`config.mk`:
```
export PLATFORM = sky130hd
export DESIGN_NAME = tqvp_bus_initiator
export DESIGN_NICKNAME = d
export VERILOG_FILES = /design/src/rtl/tqvp_bus_pkg.sv /design/src/rtl/tqvp_bus_initiator.sv
export SDC_FILE = /design/constraint.sdc
export NUM_CORES = 1
export LEC_CHECK = 0
export CAP_MARGIN = 20
export CORE_ASPECT_RATIO = 0.9
export CORE_MARGIN = 2
export CORE_UTILIZATION = 36
export DETAILED_ROUTE_END_ITERATION = 10
export GPL_ROUTABILITY_DRIVEN = 0
export PLACE_DENSITY = 0.74
export SLEW_MARGIN = 20
export SYNTH_ARGS = -nofsm -noshare
export SYNTH_HDL_FRONTEND = slang
export SYNTH_SLANG_ARGS = --single-unit
```
`constraint.sdc`:
```
create_clock -name clk -period 1.9 [get_ports clk]
set_input_delay 0.38 -clock clk [delete_from_list [all_inputs] [get_ports clk]]
set_output_delay 0.38 -clock clk [all_outputs]
set_load 0.01 [all_outputs]
```
`src/rtl/tqvp_bus_pkg.sv`:
```
// rtl/tqvp_bus_pkg.sv - shared encodings, state type and helpers for the TinyQV bus initiator
package tqvp_bus_pkg;

  localparam logic [1:0] SIZE_8    = 2'b00;
  localparam logic [1:0] SIZE_16   = 2'b01;
  localparam logic [1:0] SIZE_32   = 2'b10;
  localparam logic [1:0] SIZE_NONE = 2'b11;

  typedef enum logic [1:0] {
    ST_IDLE  = 2'd0,
    ST_WRITE = 2'd1,
    ST_READ  = 2'd2,
    ST_RESP  = 2'd3
  } state_t;

  function automatic logic [31:0] size_mask(input logic [1:0] size);
    case (size)
      SIZE_8:  size_mask = 32'h0000_00FF;
      SIZE_16: size_mask = 32'h0000_FFFF;
      SIZE_32: size_mask = 32'hFFFF_FFFF;
      default: size_mask = 32'h0000_0000;
    endcase
  endfunction

  // Size must be encodable and the low address bits naturally aligned to it.
  function automatic logic size_addr_ok(input logic [1:0] size, input logic [1:0] addr_lo);
    case (size)
      SIZE_8:  size_addr_ok = 1'b1;
      SIZE_16: size_addr_ok = (addr_lo[0] == 1'b0);
      SIZE_32: size_addr_ok = (addr_lo == 2'b00);
      default: size_addr_ok = 1'b0;
    endcase
  endfunction

endpackage

```
`src/rtl/tqvp_bus_initiator.sv`:
```
// rtl/tqvp_bus_initiator.sv - single-command initiator driving one TinyQV peripheral
module tqvp_bus_initiator
  import tqvp_bus_pkg::*;
#(
  parameter int TIMEOUT_CYCLES = 255
) (
  input  logic        clk,
  input  logic        rst,
  input  logic        cmd_valid,
  output logic        cmd_ready,
  input  logic        cmd_write,
  input  logic [1:0]  cmd_size,
  input  logic [5:0]  cmd_addr,
  input  logic [31:0] cmd_wdata,
  output logic        rsp_valid,
  input  logic        rsp_ready,
  output logic [31:0] rsp_rdata,
  output logic        rsp_err,
  output logic [5:0]  bus_address,
  output logic [31:0] bus_wdata,
  output logic [1:0]  bus_write_n,
  output logic [1:0]  bus_read_n,
  input  logic [31:0] bus_rdata,
  input  logic        bus_ready
);

  localparam int CNT_W = $clog2(TIMEOUT_CYCLES + 1);
  localparam logic [CNT_W-1:0] CNT_LAST = CNT_W'(TIMEOUT_CYCLES - 1);

  state_t            state_q, state_d;
  logic [1:0]        size_q, size_d;
  logic [CNT_W-1:0]  cnt_q, cnt_d;
  logic              cmd_ready_d, rsp_valid_d, rsp_err_d;
  logic [31:0]       rsp_rdata_d, bus_wdata_d;
  logic [5:0]        bus_address_d;
  logic [1:0]        bus_write_n_d, bus_read_n_d;

  // Every output is computed for the next state and registered alongside it.
  always_ff @(posedge clk) begin
    if (rst) begin
      state_q     <= ST_IDLE;
      size_q      <= SIZE_NONE;
      cnt_q       <= '0;
      cmd_ready   <= 1'b1;
      rsp_valid   <= 1'b0;
      rsp_rdata   <= 32'h0;
      rsp_err     <= 1'b0;
      bus_address <= 6'h0;
      bus_wdata   <= 32'h0;
      bus_write_n <= SIZE_NONE;
      bus_read_n  <= SIZE_NONE;
    end else begin
      state_q     <= state_d;
      size_q      <= size_d;
      cnt_q       <= cnt_d;
      cmd_ready   <= cmd_ready_d;
      rsp_valid   <= rsp_valid_d;
      rsp_rdata   <= rsp_rdata_d;
      rsp_err     <= rsp_err_d;
      bus_address <= bus_address_d;
      bus_wdata   <= bus_wdata_d;
      bus_write_n <= bus_write_n_d;
      bus_read_n  <= bus_read_n_d;
    end
  end

  always_comb begin
    state_d       = state_q;
    size_d        = size_q;
    cnt_d         = cnt_q;
    cmd_ready_d   = 1'b0;
    rsp_valid_d   = 1'b0;
    rsp_rdata_d   = 32'h0;
    rsp_err_d     = 1'b0;
    bus_address_d = 6'h0;
    bus_wdata_d   = 32'h0;
    bus_write_n_d = SIZE_NONE;
    bus_read_n_d  = SIZE_NONE;

    case (state_q)
      ST_IDLE: begin
        cmd_ready_d = 1'b1;
        if (cmd_valid) begin
          cmd_ready_d = 1'b0;
          size_d      = cmd_size;
          if (!size_addr_ok(cmd_size, cmd_addr[1:0])) begin
            state_d     = ST_RESP;
            rsp_valid_d = 1'b1;
            rsp_err_d   = 1'b1;
          end else if (cmd_write) begin
            state_d       = ST_WRITE;
            bus_write_n_d = cmd_size;
            bus_address_d = cmd_addr;
            bus_wdata_d   = cmd_wdata;
          end else begin
            state_d       = ST_READ;
            cnt_d         = '0;
            bus_read_n_d  = cmd_size;
            bus_address_d = cmd_addr;
          end
        end
      end

      ST_WRITE: begin
        state_d     = ST_RESP;
        rsp_valid_d = 1'b1;
      end

      // Ready is checked before the timeout so a last-cycle ready still returns data.
      ST_READ: begin
        if (bus_ready) begin
          state_d     = ST_RESP;
          rsp_valid_d = 1'b1;
          rsp_rdata_d = bus_rdata & size_mask(size_q);
        end else if (cnt_q == CNT_LAST) begin
          state_d     = ST_RESP;
          rsp_valid_d = 1'b1;
          rsp_err_d   = 1'b1;
        end else begin
          cnt_d         = cnt_q + 1'b1;
          bus_read_n_d  = size_q;
          bus_address_d = bus_address;
        end
      end

      ST_RESP: begin
        if (rsp_ready) begin
          state_d     = ST_IDLE;
          cmd_ready_d = 1'b1;
        end else begin
          rsp_valid_d = 1'b1;
          rsp_rdata_d = rsp_rdata;
          rsp_err_d   = rsp_err;
        end
      end

      default: begin
        state_d     = ST_IDLE;
        cmd_ready_d = 1'b1;
      end
    endcase
  end

endmodule

```
==> results.toml <==
[status]
status = "complete, no violations"

[finish]
fill_cells = 704
instances_no_fill = 624
fin_nets = 586
antenna_cells = 0
area_growth_pct = 71.6
final_cell_mix = "clkdlybuf4s50_1, dfxtp_1, nor2_1, a22oi_1, buf_4"
utilization_pct = 63.2
mostFrequentLayoutCell = "clkdlybuf4s50_1"
drive_gt1_share_pct = 15.0

[critical_path]
r2r_start = "state_q[1]"
cp-end-kind = "register"
reg2reg_depth = 6
crit_start = "cmd_size[1]"
path_class = "primary input to register"
crit_path_max_fanout = 6
start_kind = "primary input"
reg2reg_slack_ns = 0.04
r2r_end = "cnt_q[5]"
arrival_ns = 2.15
crit_required_ns = 2.18

[placed_design]
preCtsSetupSlack_ns = -0.415
dp.cells = 605
io_buffers = 154
place.detailed.hpwl_microns = 6530

[detailed_routing]
viasPerCell = 4.74
drt_iter0_markers = 111
wirelength_microns = 8760
route.antenna.remaining_nets = 0
drc = 0
dr_total_vias = 2955
dr.pass1.iters = 4
wl_per_cell_microns = 14.0

[worst_hold_path]
min_path_type = "primary input to register"
min_path_cells = 2
worstHoldStart = "rst"
min_to = "rsp_rdata[3]"

[timing]
worst_pin_slew_ns = 0.361
finalHoldViolCount = 0
finalSetupViolations = 0
final.min_clock_period_ns = 1.87
clock_skew_ns = 0.00689
setup_slack_ns = 0.0334
finalMaxSlewViolations = 0
slew-limit-headroom_pct = 75.3
timing.hold.ws_ns = 0.385
fmax_mhz = 536
min_period_over_period_pct = 98.2

[grt]
grtUsageTotal_pct = 18.6
grt_pass1_vias = 3013
grt_pass1_wl_microns = 14000
antenna_found_initial = 0
overflow = 0
grt_max_degree = 36

[pwr]
p_leak_nw = 2.02
p_switching_mw = 1.17
netSwitchingFraction_pct = 26.5
irDropWorstVdd_mv = 0.365
p_per_area_nw_per_um2 = 825
power_frac_clock_pct = 30.8
intPower_mw = 3.25
p_seq_share_pct = 45.1
power_mw = 4.43
combPwrFrac_pct = 24.1

[floorplan]
start_util_pct = 36.8
core-area_sq_um = 8490
num_io_pins = 155
dieWidth_microns = 102
rows = 32
dieArea_sq_um = 9450
dieHeight_microns = 92.4

[logic_synthesis]
synth_top_area_share_pct = 57.0
synthTopCellsByArea = "dfxtp_1, a22oi_1, and2_1"
netlist-cell-type-count = 41
synth_area_leader_cell = "dfxtp_1"
synth_area_per_cell_sq_um = 9.99
synth_top_family_by_area = "simple AND/OR/NAND/NOR gates"
synth_nets = 399
synth-seq-cells = 89
yosysSeqAreaShare_pct = 57.0
synth-simple-area-share_pct = 20.2
synth-xor-area-share_pct = 0
async_flop_share_pct = 0
synth-compound-area-share_pct = 16.1
synth_fa_ha_area_share_pct = 3.20
netlist_area_sq_um = 3130
synth_mux_area_share_pct = 0.320
synth_edf_count = 0
postSynthCellCount = 313
yosys_warnings = 0
ys.flop_type = "dfxtp_1"

[cts]
clk_path_buf_depth = 2
cts_buffers = 9
cts_tree = "yes"
cts.clk_slew.worst_paths_ns = 0.09
clock_latency_ns = 0.34
clock-sinks = 89
ctsHoldBuffers = 0
cts-root-buf = "clkbuf_8"
htreeDepth = 3

[flow_run]
maxCapViolCount = 0
==> final cells by class <==
type,count,area (sq um),share of cell area (%)
Clock buffer,11,151,2.82
Clock inverter,5,62.6,1.17
Inverter,8,30.0,0.560
Multi-Input combinational cell,201,1330,24.8
Sequential cell,89,1780,33.2
Tap cell,119,149,2.78
Timing Repair Buffer,191,1860,34.6
==> cells by family (layout without fill, tap and decap cells) <==
kind of cell,after synthesis,count (layout)
simple gates,119,119
flops,89,89
compound gates,72,73
buf+inv,24,215
fa+ha+maj,8,8
mux,1,1
==> critical path: stages <==
cell             delay, ns
clkdlybuf4s50_1       0.46
a21oi_2               0.18
o2111ai_2             0.19
a21o_4                0.27
or4_1                 0.50
a21oi_2               0.16
==> Yosys cell counts, drive strengths merged, types with 3 or more instances <==
cell type / count
a22oi: 38
inv: 8
o21ai: 10
nand4: 3
buf: 5
dfxtp: 89
or2b: 3
or3: 5
a21oi: 11
nor2: 42
clkbuf: 11
nand2: 7
and2: 32
nand2b: 3
nor3: 6
o31ai: 3
ha: 8
nand3: 8
==> state kept, by name (all words and copies together), names as in the netlist <==
name,cells
size_q,2
bus_write_n,2
rsp_err,1
bus_address,6
rsp_valid,1
cmd_ready,1
state_q,2
rsp_rdata,32
bus_read_n,2
cnt_q,8
bus_wdata,32
==> worst max-delay path by stage <==
stage / depth (start not counted) / endpoint / slack (ns)
2_1_floorplan: 7 / cnt_q[7] / 0.12
3_3_place_gp: 6 / cnt_q[7] / -0.34
3_5_place_dp: 6 / cnt_q[5] / -0.42
4_1_cts: 6 / cnt_q[5] / 0.01
5_1_grt: 6 / cnt_q[5] / -0.03
6_report: 6 / cnt_q[5] / 0.03
==> stage by stage <==
stage               setup TNS [ns]  instance area, sq um
CTS                              0                  5280
detailed placement           -4.14                  5050
floorplan                        0                  3130
finish                           0                  5370
global route               -0.0286                  5370
global placement             -3.22                  5050
==> repair_timing <==
action / in CTS / in global routing
endpoints found under the hold margin: 0 / 0
setup endpoints to repair: 14 / 14
buffers inserted: 0 / 2
pin swaps: 1 / 2
gates cloned: 0 / 1
resized for setup: 5 / 13
==> power groups by stage <==
stage	Sequential [mW]	Combinational [mW]	Clock, mW
6_report	2.00	1.07	1.36
4_1_cts	1.99	1.00	1.41
5_1_grt	2.01	1.17	1.48
3_3_place_gp	2.03	0.966	0
3_5_place_dp	2.04	0.983	0
2_1_floorplan	2.07	0.377	0
==> per-layer routing <==
metal / routed length, microns / up-vias / track usage [%]
li1: - / 1462 / -
met1: 3640 / 1394 / 22.1
met2: 4420 / 89 / 31.8
met3: 614 / 10 / 7.09
met4: 87 / 0 / 4.22
met5: 0 / - / 0
(Power assumes the default switching activity.)
